--- config.mk ---
export PLATFORM = sky130hd
export DESIGN_NAME = coreuart_tx_engine
export DESIGN_NICKNAME = d
export VERILOG_FILES = /design/src/rtl/coreuart_pkg.sv /design/src/rtl/coreuart_bit_timer.sv /design/src/rtl/coreuart_tx_engine.sv
export SDC_FILE = /design/constraint.sdc
export NUM_CORES = 1
export LEC_CHECK = 0
export ABC_CLOCK_PERIOD_IN_PS = 2100
export CAP_MARGIN = 20
export CORE_MARGIN = 1
export CORE_UTILIZATION = 50
export CTS_CLUSTER_SIZE = 12
export DETAILED_ROUTE_END_ITERATION = 8
export PLACE_DENSITY = 0.75
export SETUP_SLACK_MARGIN = 0.4
export SYNTH_ARGS = -nofsm -noshare
export SYNTH_HDL_FRONTEND = slang
export SYNTH_SLANG_ARGS = --single-unit
--- constraint.sdc ---
create_clock -name CLK -period 2.1 [get_ports CLK]
set_input_delay 0.21 -clock CLK [delete_from_list [all_inputs] [get_ports CLK]]
set_output_delay 0.21 -clock CLK [all_outputs]
set_load 0.01 [all_outputs]
--- src/rtl/coreuart_pkg.sv ---
// Shared types and constants for the CoreUART transmit path.
// Holds the engine state enum, timing defaults, data-bit terminals and a parity helper.
package coreuart_pkg;

    typedef enum logic [2:0] {
        ST_IDLE   = 3'd0,
        ST_FETCH  = 3'd1,
        ST_START  = 3'd2,
        ST_DATA   = 3'd3,
        ST_PARITY = 3'd4,
        ST_STOP   = 3'd5
    } state_e;

    localparam int OVERSAMPLE_DEF   = 16;
    localparam int READ_LATENCY_DEF = 2;
    // Wide enough for any legal oversample ratio (8..16).
    localparam int TICK_W           = 4;

    localparam logic [2:0] BIT_LAST_7 = 3'd6;
    localparam logic [2:0] BIT_LAST_8 = 3'd7;

    function automatic logic [2:0] bit_last(input logic bit8);
        return bit8 ? BIT_LAST_8 : BIT_LAST_7;
    endfunction

    // In 7-bit mode the unsent bit 7 must not contribute to parity.
    function automatic logic parity_bit(input logic [7:0] data, input logic bit8, input logic odd);
        logic [7:0] sent;
        sent = bit8 ? data : {1'b0, data[6:0]};
        return (^sent) ^ odd;
    endfunction

endpackage

--- src/rtl/coreuart_bit_timer.sv ---
// Counts BAUD_EN ticks within one serial bit and strobes bit_end on the last tick.
// clear has priority over tick so a freshly started bit always begins at count 0.
module coreuart_bit_timer
    import coreuart_pkg::*;
#(
    parameter int OVERSAMPLE = OVERSAMPLE_DEF
) (
    input  logic clk,
    input  logic rst_n,
    input  logic clear,
    input  logic tick,
    output logic bit_end
);

    localparam logic [TICK_W-1:0] TICK_LAST = TICK_W'(OVERSAMPLE - 1);

    logic [TICK_W-1:0] tick_cnt_q;
    logic [TICK_W-1:0] tick_cnt_d;

    always_comb begin
        tick_cnt_d = tick_cnt_q;
        if (clear) begin
            tick_cnt_d = '0;
        end else if (tick) begin
            tick_cnt_d = (tick_cnt_q == TICK_LAST) ? '0 : tick_cnt_q + 1'b1;
        end
    end

    assign bit_end = tick && !clear && (tick_cnt_q == TICK_LAST);

    always_ff @(posedge clk or negedge rst_n) begin
        if (!rst_n) begin
            tick_cnt_q <= '0;
        end else begin
            tick_cnt_q <= tick_cnt_d;
        end
    end

endmodule

--- src/rtl/coreuart_tx_engine.sv ---
// CoreUART transmit serializer: pops the TX FIFO, frames start/data/parity/stop, drives TX.
// Build option COREUART_TX_BREAK_EN adds SEND_BREAK, which forces the line low and blocks FIFO reads in IDLE.
module coreuart_tx_engine
    import coreuart_pkg::*;
#(
    parameter int READ_LATENCY = READ_LATENCY_DEF,
    parameter int OVERSAMPLE   = OVERSAMPLE_DEF
) (
    input  logic       CLK,
    input  logic       RESET_N,
    input  logic       BAUD_EN,
    input  logic       BIT8,
    input  logic       PARITY_EN,
    input  logic       ODD_N_EVEN,
    input  logic       FIFO_EMPTY,
    input  logic [7:0] FIFO_DATA,
    output logic       FIFO_RD_N,
    output logic       TX,
    output logic       TX_BUSY,
    output logic       TX_DONE,
`ifdef COREUART_TX_BREAK_EN
    input  logic       SEND_BREAK,
`endif
    output state_e     dbg_state
);

    localparam logic [1:0] FETCH_LAST = 2'(READ_LATENCY);

    state_e     state_q, state_d;
    logic [1:0] fetch_cnt_q, fetch_cnt_d;
    logic [2:0] bit_cnt_q, bit_cnt_d;
    logic [7:0] data_q, data_d;
    logic       bit8_q, bit8_d;
    logic       par_en_q, par_en_d;
    logic       odd_q, odd_d;
    logic       tx_fsm_q, tx_fsm_d;
    logic       tx_q, tx_d;
    logic       rd_n_q, rd_n_d;
    logic       busy_q, busy_d;
    logic       done_q, done_d;

    logic       break_req;
    logic       timer_clear;
    logic       bit_end;
    logic [2:0] next_bit;

`ifdef COREUART_TX_BREAK_EN
    assign break_req = SEND_BREAK;
`else
    assign break_req = 1'b0;
`endif

    // Bit timing only runs once a byte is captured; START begins at tick count 0.
    assign timer_clear = (state_q == ST_IDLE) || (state_q == ST_FETCH);
    assign next_bit    = bit_cnt_q + 3'd1;

    coreuart_bit_timer #(
        .OVERSAMPLE (OVERSAMPLE)
    ) u_bit_timer (
        .clk     (CLK),
        .rst_n   (RESET_N),
        .clear   (timer_clear),
        .tick    (BAUD_EN),
        .bit_end (bit_end)
    );

    always_comb begin
        state_d     = state_q;
        fetch_cnt_d = fetch_cnt_q;
        bit_cnt_d   = bit_cnt_q;
        data_d      = data_q;
        bit8_d      = bit8_q;
        par_en_d    = par_en_q;
        odd_d       = odd_q;
        tx_fsm_d    = tx_fsm_q;
        busy_d      = busy_q;
        rd_n_d      = 1'b1;
        done_d      = 1'b0;

        case (state_q)
            ST_IDLE: begin
                if (!FIFO_EMPTY && !break_req) begin
                    rd_n_d      = 1'b0;
                    busy_d      = 1'b1;
                    fetch_cnt_d = '0;
                    state_d     = ST_FETCH;
                end
            end
            ST_FETCH: begin
                if (fetch_cnt_q == FETCH_LAST) begin
                    data_d   = FIFO_DATA;
                    bit8_d   = BIT8;
                    par_en_d = PARITY_EN;
                    odd_d    = ODD_N_EVEN;
                    tx_fsm_d = 1'b0;
                    state_d  = ST_START;
                end else begin
                    fetch_cnt_d = fetch_cnt_q + 2'd1;
                end
            end
            ST_START: begin
                if (bit_end) begin
                    bit_cnt_d = '0;
                    tx_fsm_d  = data_q[0];
                    state_d   = ST_DATA;
                end
            end
            ST_DATA: begin
                if (bit_end) begin
                    if (bit_cnt_q == bit_last(bit8_q)) begin
                        if (par_en_q) begin
                            tx_fsm_d = parity_bit(data_q, bit8_q, odd_q);
                            state_d  = ST_PARITY;
                        end else begin
                            tx_fsm_d = 1'b1;
                            state_d  = ST_STOP;
                        end
                    end else begin
                        bit_cnt_d = next_bit;
                        tx_fsm_d  = data_q[next_bit];
                    end
                end
            end
            ST_PARITY: begin
                if (bit_end) begin
                    tx_fsm_d = 1'b1;
                    state_d  = ST_STOP;
                end
            end
            ST_STOP: begin
                if (bit_end) begin
                    done_d  = 1'b1;
                    busy_d  = 1'b0;
                    state_d = ST_IDLE;
                end
            end
            default: begin
                tx_fsm_d = 1'b1;
                busy_d   = 1'b0;
                state_d  = ST_IDLE;
            end
        endcase

        // Break only masks the line; the frame underneath keeps its timing.
        tx_d = tx_fsm_d & ~break_req;
    end

    always_ff @(posedge CLK or negedge RESET_N) begin
        if (!RESET_N) begin
            state_q     <= ST_IDLE;
            fetch_cnt_q <= '0;
            bit_cnt_q   <= '0;
            data_q      <= '0;
            bit8_q      <= 1'b0;
            par_en_q    <= 1'b0;
            odd_q       <= 1'b0;
            tx_fsm_q    <= 1'b1;
            tx_q        <= 1'b1;
            rd_n_q      <= 1'b1;
            busy_q      <= 1'b0;
            done_q      <= 1'b0;
        end else begin
            state_q     <= state_d;
            fetch_cnt_q <= fetch_cnt_d;
            bit_cnt_q   <= bit_cnt_d;
            data_q      <= data_d;
            bit8_q      <= bit8_d;
            par_en_q    <= par_en_d;
            odd_q       <= odd_d;
            tx_fsm_q    <= tx_fsm_d;
            tx_q        <= tx_d;
            rd_n_q      <= rd_n_d;
            busy_q      <= busy_d;
            done_q      <= done_d;
        end
    end

    assign TX        = tx_q;
    assign FIFO_RD_N = rd_n_q;
    assign TX_BUSY   = busy_q;
    assign TX_DONE   = done_q;
    assign dbg_state = state_q;

endmodule
==> impl_metrics.ini, run 1 <==
[status]
outcome = completed

[setup_path]
cp_slowest_stage_delay_ns = 0.50
crit_path_top_delay_cell = mux4_2
path_cells = ha_4 > mux4_2 > mux2i_1 > a211oi_1 > o21ai_1 > a22oi_2
cp_max_fo = 3
path_class = flip-flop to flip-flop
worst-r2r-setup-slack_ns = 0.35
arrival_ns = 2.03
reg2reg_from = bit_cnt_q[1]$_DFFE_PN0P_
regToRegEndpoint = TX$_DFFE_PN1P_
ff2ff_path_depth = 6
end_kind = flip-flop
startpoint_type = flip-flop
required_ns = 2.38

[power_and_ir_drop]
vdd_ir_drop_max_mv = 0.6632
power_density_mw_per_mm2 = 733.5
total_power_mw = 1.338
cellLeakagePower_nw = 0.7916

[placed_design]
place_inst = 185
io_buffers = 21
dp_slack_ns = 0.2707
gp_congestion = 0.8385
hpwlAfterDp_microns = 2094
placed_area_sq_mm = 0.001718

[cts]
cts-root-buf = clkbuf_4
htreeDepth = 1
clock_sinks = 27
cts_tree = done
ctsLongestPathBuffers = 2
ctsHoldBuffers = 0
insertion_delay_ns = 0.34
cts.clk_slew.worst_paths_ns = 0.16
cts_buffers = 3

[synthesis]
syn_area_sq_mm = 0.001485
synth_edf_count = 0
synth_cell_types = 39
syn-instance-count = 138
synth-seq-area-share_pct = 45.66
synth_nets = 156
synth_seq_cells = 27
yosysWarnings = 0
synthArstFlopShare_pct = 100.0
syn_avg_cell_area_sq_um = 10.76
synth_ff_type = dfrtp_1
synth_area_leaders = dfrtp_1 (42%), mux2_2 (6.1%), xnor2_1 (4.1%), dfstp_2 (3.5%), mux4_1 (3.5%)
synth_top_area_cell = dfrtp_1
synth_most_common_cell = dfrtp_1
synthTopCellsByCount = dfrtp_1 (25), nand2_1 (13), a21oi_1 (10)
synth_top_area_share_pct = 42.12

[detailed_routing]
vias = 1161
ant_nets = 0
first_iter_violations = 37
drtPass1Iterations = 4
wl_microns = 3138
drcViolationCount = 0
viasPerCell = 5.834
wire_per_inst_microns = 15.77

[timing]
final_hold_viol_count = 0
finalSetupViolCount = 0
tns_ns = 0
tightest_slew_ns = 0.3687
skew_ns = 0.006472
setup_ws_ns = 0.3506
slew_viol_final = 0
hold_ws_ns = 0.2249
maxSlewHeadroom_pct = 75.42
fmax_ghz = 0.5716
post-route-min-period_ns = 1.749
fin_crit_sh_pct = 83.30
rsz0062_at_grt = yes

[floorplanning]
core_area_sq_mm = 0.002781
num_io_pins = 22
row_count = 19
die_w_microns = 56.50
dieArea_sq_mm = 0.003192
initial_core_util_pct = 53.40
die_y_microns = 56.50

[min_path]
hold_path_class = primary input to asynchronous set/reset pin

[job]
max-cap-violations = 0

[finish]
fin_nets = 187
design_area_sq_mm = 0.001824
postLayoutCoreUtil_pct = 65.59
antenna-diode-count = 0
fin_cells = 199
area_delta_synth_final_pct = 22.83
drive_above_1_share_pct = 22.62
fillerInstances = 227

[grt]
antenna_found_initial = 0
grt_pass1_vias = 1127
gr-total-overflow = 0
grt_max_degree = 28
grtUsageTotal_pct = 20.65
grt_pass1_wl_microns = 5078
## power breakdown
group,internal [mW],total (mW),switching (mW)
Clock,0.0730,0.243,0.170
Sequential,0.594,0.672,0.0783
Combinational,0.244,0.422,0.179
Total,0.911,1.34,0.427
## worst max-delay path: cells and delay by family (launching register included)
family	cells	cell delay (ns)
compound gates	3	0.28
fa+ha+maj	1	0.31
flops	1	0.46
mux	2	0.65
## layer usage
layer / vias to the layer above / global-route usage, % / part of all wire [%]
li1: 555 / - / -
met1: 574 / 25.38 / 44
met2: 28 / 34.96 / 52
met3: 4 / 4.839 / 3.3
met4: 0 / 8.014 / 1.2
met5: - / 0 / 0
## final cells by class
type / count / area (sq um) / share of cell area [%]
Tap cell: 31 / 38.79 / 2.126
Timing Repair Buffer: 32 / 292.8 / 16.05
Clock inverter: 1 / 7.507 / 0.4115
Sequential cell: 27 / 685.7 / 37.59
Clock buffer: 3 / 22.52 / 1.235
Multi-Input combinational cell: 102 / 765.7 / 41.98
Inverter: 3 / 11.26 / 0.6173
## placed cells by master (no fill, tap or decap), drive strengths merged, types with 8 or more instances in the layout
master,netlist,layout
buf,6,11
dfrtp,25,25
nor2,10,10
a21oi,10,10
nand2,13,13
xnor2,8,8
o21ai,11,11
clkdlybuf4s50,0,21
mux2,11,11
## worst max path at each step
stage	start	end	slack, ns
global route	bit_cnt_q[1]$_DFFE_PN0P_	TX$_DFFE_PN1P_	0.30
CTS	dbg_state[1]$_DFFE_PN0P_	dbg_state[1]	0.36
global placement	bit_cnt_q[0]$_DFFE_PN0P_	TX$_DFFE_PN1P_	0.36
floorplan	bit_cnt_q[0]$_DFFE_PN0P_	TX$_DFFE_PN1P_	0.40
finish	bit_cnt_q[1]$_DFFE_PN0P_	TX$_DFFE_PN1P_	0.35
detailed placement	bit_cnt_q[0]$_DFFE_PN0P_	TX$_DFFE_PN1P_	0.27
## registers in the layout (all words and copies together), names as in the netlist
| register | cells |
|---|---|
| data_q | 8 |
| u_bit_timer.tick_cnt_q | 4 |
| bit_cnt_q | 3 |
| dbg_state | 3 |
| fetch_cnt_q | 2 |
| FIFO_RD_N | 1 |
| TX | 1 |
| TX_BUSY | 1 |
| TX_DONE | 1 |
| bit8_q | 1 |
| odd_q | 1 |
| par_en_q | 1 |
## logic make-up after synthesis
logic type	after synthesis	synth area share, %
xor gates and xnor gates	10	7.330
AOI/OAI and AO/OA	29	11.63
and+or+nand+nor	44	15.67
adders and majority gates	3	2.528
muxes	16	13.90
DFF	27	45.66
buffers and inverters	9	3.285
## timing repair
action,in CTS,in global routing
setup buffers,2,8
pin swaps,3,1
endpoints found under the setup margin,4,5
gates resized for setup,5,3
Power figures use the tool's default switching activity.
==> inputs of run 2 (changes only) <==
Settings changed: ABC_CLOCK_PERIOD_IN_PS 2100 to 1800.
Clock period 2.1 ns to 1.8 ns, I/O delays scaled along.
==> impl_metrics.ini, run 2 (same netlist as run 1, synthesis figures left out) <==
[finish]
fillerInstances = 180
top_register = data_q
multi_input_area_sq_um = 919.6
area_delta_synth_final_pct = 42.12
reg_top3 = data_q (8), u_bit_timer.tick_cnt_q (4)
drive_above_1_share_pct = 41.62
fin_nets = 204
final_cell_mix = buf_4 (24), dfrtp_1 (21), clkdlybuf4s50_1 (14), nand2_1 (11), mux2_4 (11)
final_common_cell = buf_4
largest_reg_flops = 8
seq_area_sq_um = 683.2
antenna-diode-count = 0

[timing]
slew_viol_final = 0
rsz0062_at_grt = yes
fmax_ghz = 0.5435
final_hold_viol_count = 0
setup_ws_ns = -0.04006
skew_ns = 0.008259
fin_crit_sh_pct = 102.2
post-route-min-period_ns = 1.840
maxSlewHeadroom_pct = 73.91
tightest_slew_ns = 0.3864
finalSetupViolCount = 1
hold_ws_ns = 0.1865

[placed_design]
gp_congestion = 0.8151
io_buffers = 21
hpwlAfterDp_microns = 2200
dp_slack_ns = 0.04887

[detailed_routing]
wl_microns = 3729
first_iter_violations = 58
viasPerCell = 5.958
drtPass1Iterations = 4
drcViolationCount = 0
wire_per_inst_microns = 17.26
vias = 1287
ant_nets = 0

[job]
max-cap-violations = 0

[cts]
ctsLongestPathBuffers = 2
clock_sinks = 27
cts-root-buf = clkbuf_4
ctsHoldBuffers = 0
cts.clk_slew.worst_paths_ns = 0.16
htreeDepth = 1
insertion_delay_ns = 0.34
cts_tree = done
cts_buffers = 3

[setup_path]
arrival_ns = 2.13
regToRegEndpoint = TX$_DFFE_PN1P_
ff2ff_path_depth = 6
cpLargestDelayFamily = multiplexers
cp_slowest_stage_delay_ns = 0.51
worst-r2r-setup-slack_ns = -0.04
startpoint_type = flip-flop
path_cells = ha_4 > mux4_2 > mux2i_2 > a211oi_2 > o21ai_1 > a22oi_2
required_ns = 2.09
end_kind = flip-flop
critical_path_buf_inv_count = 0
cp_max_fo = 3
reg2reg_from = bit_cnt_q[0]$_DFFE_PN0P_
path_class = flip-flop to flip-flop
crit_path_top_delay_cell = mux4_2
cp-startpoint = bit_cnt_q[0]$_DFFE_PN0P_

[floorplanning]
die_w_microns = 56.50
dieArea_sq_mm = 0.003192
die_y_microns = 56.50
num_io_pins = 22
row_count = 19
core_area_sq_mm = 0.002781
initial_core_util_pct = 53.40

[grt]
antenna_found_initial = 0
grt_pass1_wl_microns = 5878
gr-total-overflow = 0
grt_max_degree = 28
grtUsageTotal_pct = 24.20
grt_pass1_vias = 1217

[min_path]
hold_path_class = primary input to asynchronous set/reset pin

[power_and_ir_drop]
vdd_ir_drop_max_mv = 0.7049
power_density_mw_per_mm2 = 797.0
cellLeakagePower_nw = 0.9014

[status]
outcome = finished with violations
failed_checks = setup timing
==> run 2: cell types whose count changed in the layout (fill, tap and decap cells not counted), moves of 3 or more <==
cell / delta
mux2_4: +11
a21oi_1: -3
buf_4: +13
clkdlybuf4s50_1: -7
mux2_1: -3
mux2_2: -8
dlygate4sd2_1: +5
a21oi_2: +3
==> run 2: power breakdown <==
| part | leakage, nW | internal [mW] | switching (mW) | total [mW] |
|---|---|---|---|---|
| logic | 0.555 | 0.351 | 0.264 | 0.615 |
| clock network | 0.0139 | 0.0853 | 0.203 | 0.288 |
| registers | 0.333 | 0.693 | 0.0856 | 0.779 |
| total | 0.901 | 1.13 | 0.553 | 1.68 |
==> run 2: layout make-up <==
type                       instances  area share [%]
clock buffer                       3           1.067
clock inverter                     1          0.3557
inverter                           3          0.7113
multi-input combinational        103           43.57
sequential                        27           32.37
tap                               31           1.838
timing repair buffer              48           20.09
==> run 2: through the flow <==
step	TNS, ns	area [sq um]	total power, mW	utilization [%]	std cells
4_1_cts	0	1979	1.602	71.17	210
2_1_floorplan	0	1541	1.045	-	138
5_1_grt	-0.03716	2111	1.763	75.89	216
3_3_place_gp	0	1792	1.171	64.42	191
3_5_place_dp	0	1792	1.205	64.42	191
6_report	-0.04006	2111	1.682	75.89	216
==> run 2: worst max path at each step <==
stage / to / slack, ns / cells past startpoint
5_1_grt: TX$_DFFE_PN1P_ / -0.04 / 6
2_1_floorplan: TX$_DFFE_PN1P_ / 0.15 / 6
6_report: TX$_DFFE_PN1P_ / -0.04 / 6
3_3_place_gp: TX$_DFFE_PN1P_ / 0.15 / 6
4_1_cts: TX$_DFFE_PN1P_ / 0.06 / 6
3_5_place_dp: TX$_DFFE_PN1P_ / 0.05 / 6
==> run 2: per-layer routing <==
metal	track usage [%]	share of wire, %	vias to the layer above
met5	0	0	-
met4	10.10	2.4	0
met3	2.995	4.0	9
met2	38.15	50	41
met1	33.79	44	646
li1	-	-	591
==> run 2: worst register-to-register path, stage by stage, from the launching register on <==
cell	delay, ns
dfrtp_2	0.46
ha_4	0.30
mux4_2	0.51
mux2i_2	0.24
a211oi_2	0.12
o21ai_1	0.10
a22oi_2	0.06
==> run 2: repair_timing <==
| item | CTS | global route |
|---|---|---|
| gates resized for setup | 23 | 21 |
| setup endpoints to repair | 24 | 18 |
| buffers inserted | 14 | 6 |
| pin swaps | 6 | 7 |
| cloned | 1 | 0 |
==> inputs of run 3 (changes only) <==
Settings changed: DONT_BUFFER_PORTS from default to 1, PLACE_DENSITY 0.75 to default.
==> impl_metrics.ini, run 3 (same netlist as run 1, synthesis figures left out) <==
[status]
outcome = completed

[timing]
skew_ns = 0.01175
tns_ns = 0
slew_viol_final = 0
post-route-min-period_ns = 1.657
maxSlewHeadroom_pct = 76.71
fmax_ghz = 0.6036
fin_crit_sh_pct = 92.05
setup_ws_ns = 0.1432
rsz0062_at_grt = yes
hold_ws_ns = 0.01834
tightest_slew_ns = 0.3493
final_hold_viol_count = 0
finalSetupViolCount = 0

[finish]
fin_cells = 201
reg_top3 = data_q (8), u_bit_timer.tick_cnt_q (4)
antenna-diode-count = 0
postLayoutCoreUtil_pct = 70.54
final_cell_mix = dfrtp_1 (23), buf_4 (17), dlygate4sd3_1 (13), nand2_1 (12), mux2_4 (11)
design_area_sq_mm = 0.001962
fillerInstances = 203
area_delta_synth_final_pct = 32.10
fin_nets = 189
drive_above_1_share_pct = 34.71
final_common_cell = dfrtp_1
largest_reg_flops = 8
top_register = data_q

[floorplanning]
initial_core_util_pct = 53.40
core_area_sq_mm = 0.002781
num_io_pins = 22
die_y_microns = 56.50
dieArea_sq_mm = 0.003192
die_w_microns = 56.50
row_count = 19

[cts]
clock_sinks = 27
cts.clk_slew.worst_paths_ns = 0.14
ctsLongestPathBuffers = 2
cts_tree = done
cts-root-buf = clkbuf_4
htreeDepth = 1
cts_buffers = 3
insertion_delay_ns = 0.32

[setup_path]
arrival_ns = 1.92
path_class = flip-flop to flip-flop
cp_slowest_stage_delay_ns = 0.48
end_kind = flip-flop
path_cells = ha_4 > mux4_2 > mux2i_1 > a211oi_1 > o21ai_1 > a22oi_2
cpLargestDelayFamily = multiplexers
critical_path_buf_inv_count = 0
cp_max_fo = 3
crit_path_top_delay_cell = mux4_2
startpoint_type = flip-flop
required_ns = 2.06

[power_and_ir_drop]
comb_power_share_pct = 33.6
clkPwrFrac_pct = 16.2
internal_power_mw = 1.086
power_density_mw_per_mm2 = 805.1
cellLeakagePower_nw = 0.8401
total_power_mw = 1.579
vdd_ir_drop_max_mv = 0.6938
p_switching_uw = 493.1
power.share.sequential_pct = 50.2
p_sw_share_pct = 31.22

[detailed_routing]
viasPerCell = 5.876
wl_microns = 3278
ant_nets = 0
first_iter_violations = 29
drcViolationCount = 0
drtPass1Iterations = 4
vias = 1181
wire_per_inst_microns = 16.31

[placed_design]
placed_area_sq_mm = 0.001574
io_buffers = 0
dp_slack_ns = 0.1213
hpwlAfterDp_microns = 2086
place_inst = 169
gp_congestion = 0.8198

[grt]
antenna_found_initial = 0
grt_pass1_wl_microns = 5651
grtUsageTotal_pct = 23.10
grt_max_degree = 28
gr-total-overflow = 0
grt_pass1_vias = 1214

[job]
max-cap-violations = 0

[min_path]
hold_path_class = primary input to flip-flop
## run 3: changes by cell type in the layout (fill, tap and decap cells not counted), moves of 3 or more
| cell | delta |
|---|---|
| a21oi_1 | +3 |
| dlygate4sd2_1 | -5 |
| clkdlybuf4s50_1 | -14 |
| dlygate4sd3_1 | +13 |
| buf_4 | -7 |
| a21oi_2 | -3 |
## run 3: layout make-up
type / instances / area, sq um / area share (%)
Multi-Input combinational cell: 103 / 903.4 / 46.05
Sequential cell: 27 / 680.7 / 34.69
Timing Repair Buffer: 33 / 301.5 / 15.37
Tap cell: 31 / 38.79 / 1.977
Clock buffer: 4 / 26.28 / 1.339
Inverter: 3 / 11.26 / 0.5740
## run 3: path summary, 6_finish.rpt
check,cells after the start,end,start,slack [ns]
min in group asynchronous,2,TX_BUSY$_DFFE_PN0P_,RESET_N,0.27
max reg2reg,6,TX$_DFFE_PN1P_,bit_cnt_q[0]$_DFFE_PN0P_,0.14
min reg2reg,1,odd_q$_DFFE_PN0P_,odd_q$_DFFE_PN0P_,0.56
min,2,u_bit_timer.tick_cnt_q[1]$_DFFE_PN0P_,BAUD_EN,0.02
max,6,TX$_DFFE_PN1P_,bit_cnt_q[0]$_DFFE_PN0P_,0.14
max in group asynchronous,2,TX$_DFFE_PN1P_,RESET_N,1.29
## run 3: power groups by stage
stage	clock (mW)	sequential, mW	combinational, mW
final	0.255	0.793	0.531
after global routing	0.298	0.802	0.590
after CTS	0.271	0.791	0.467
after detailed placement	0	0.808	0.320
after global placement	0	0.800	0.304
after floorplan	0	0.795	0.249
## run 3: worst register-to-register path: cells and delay by family, from the launching register on
family	cells	cell delay (ns)
compound gates	3	0.25
fa+ha+maj	1	0.29
flops	1	0.45
mux	2	0.62
## run 3: layer usage
layer  track usage, %  wire length (microns)  up-vias
met2            37.14                   1672       21
met5                0                      0        -
met4            10.80                     65        0
met3            2.535                     71        8
met1            31.31                   1468      591
li1                 -                      -      561
## run 3: repair_timing
action / CTS / global route
setup endpoints to repair: 17 / 19
resized for setup: 13 / 9
gates cloned: 1 / 0
setup buffers: 7 / 6
hold endpoints to repair: 39 / 0
hold buffers: 14 / 0
pin swaps: 4 / 8
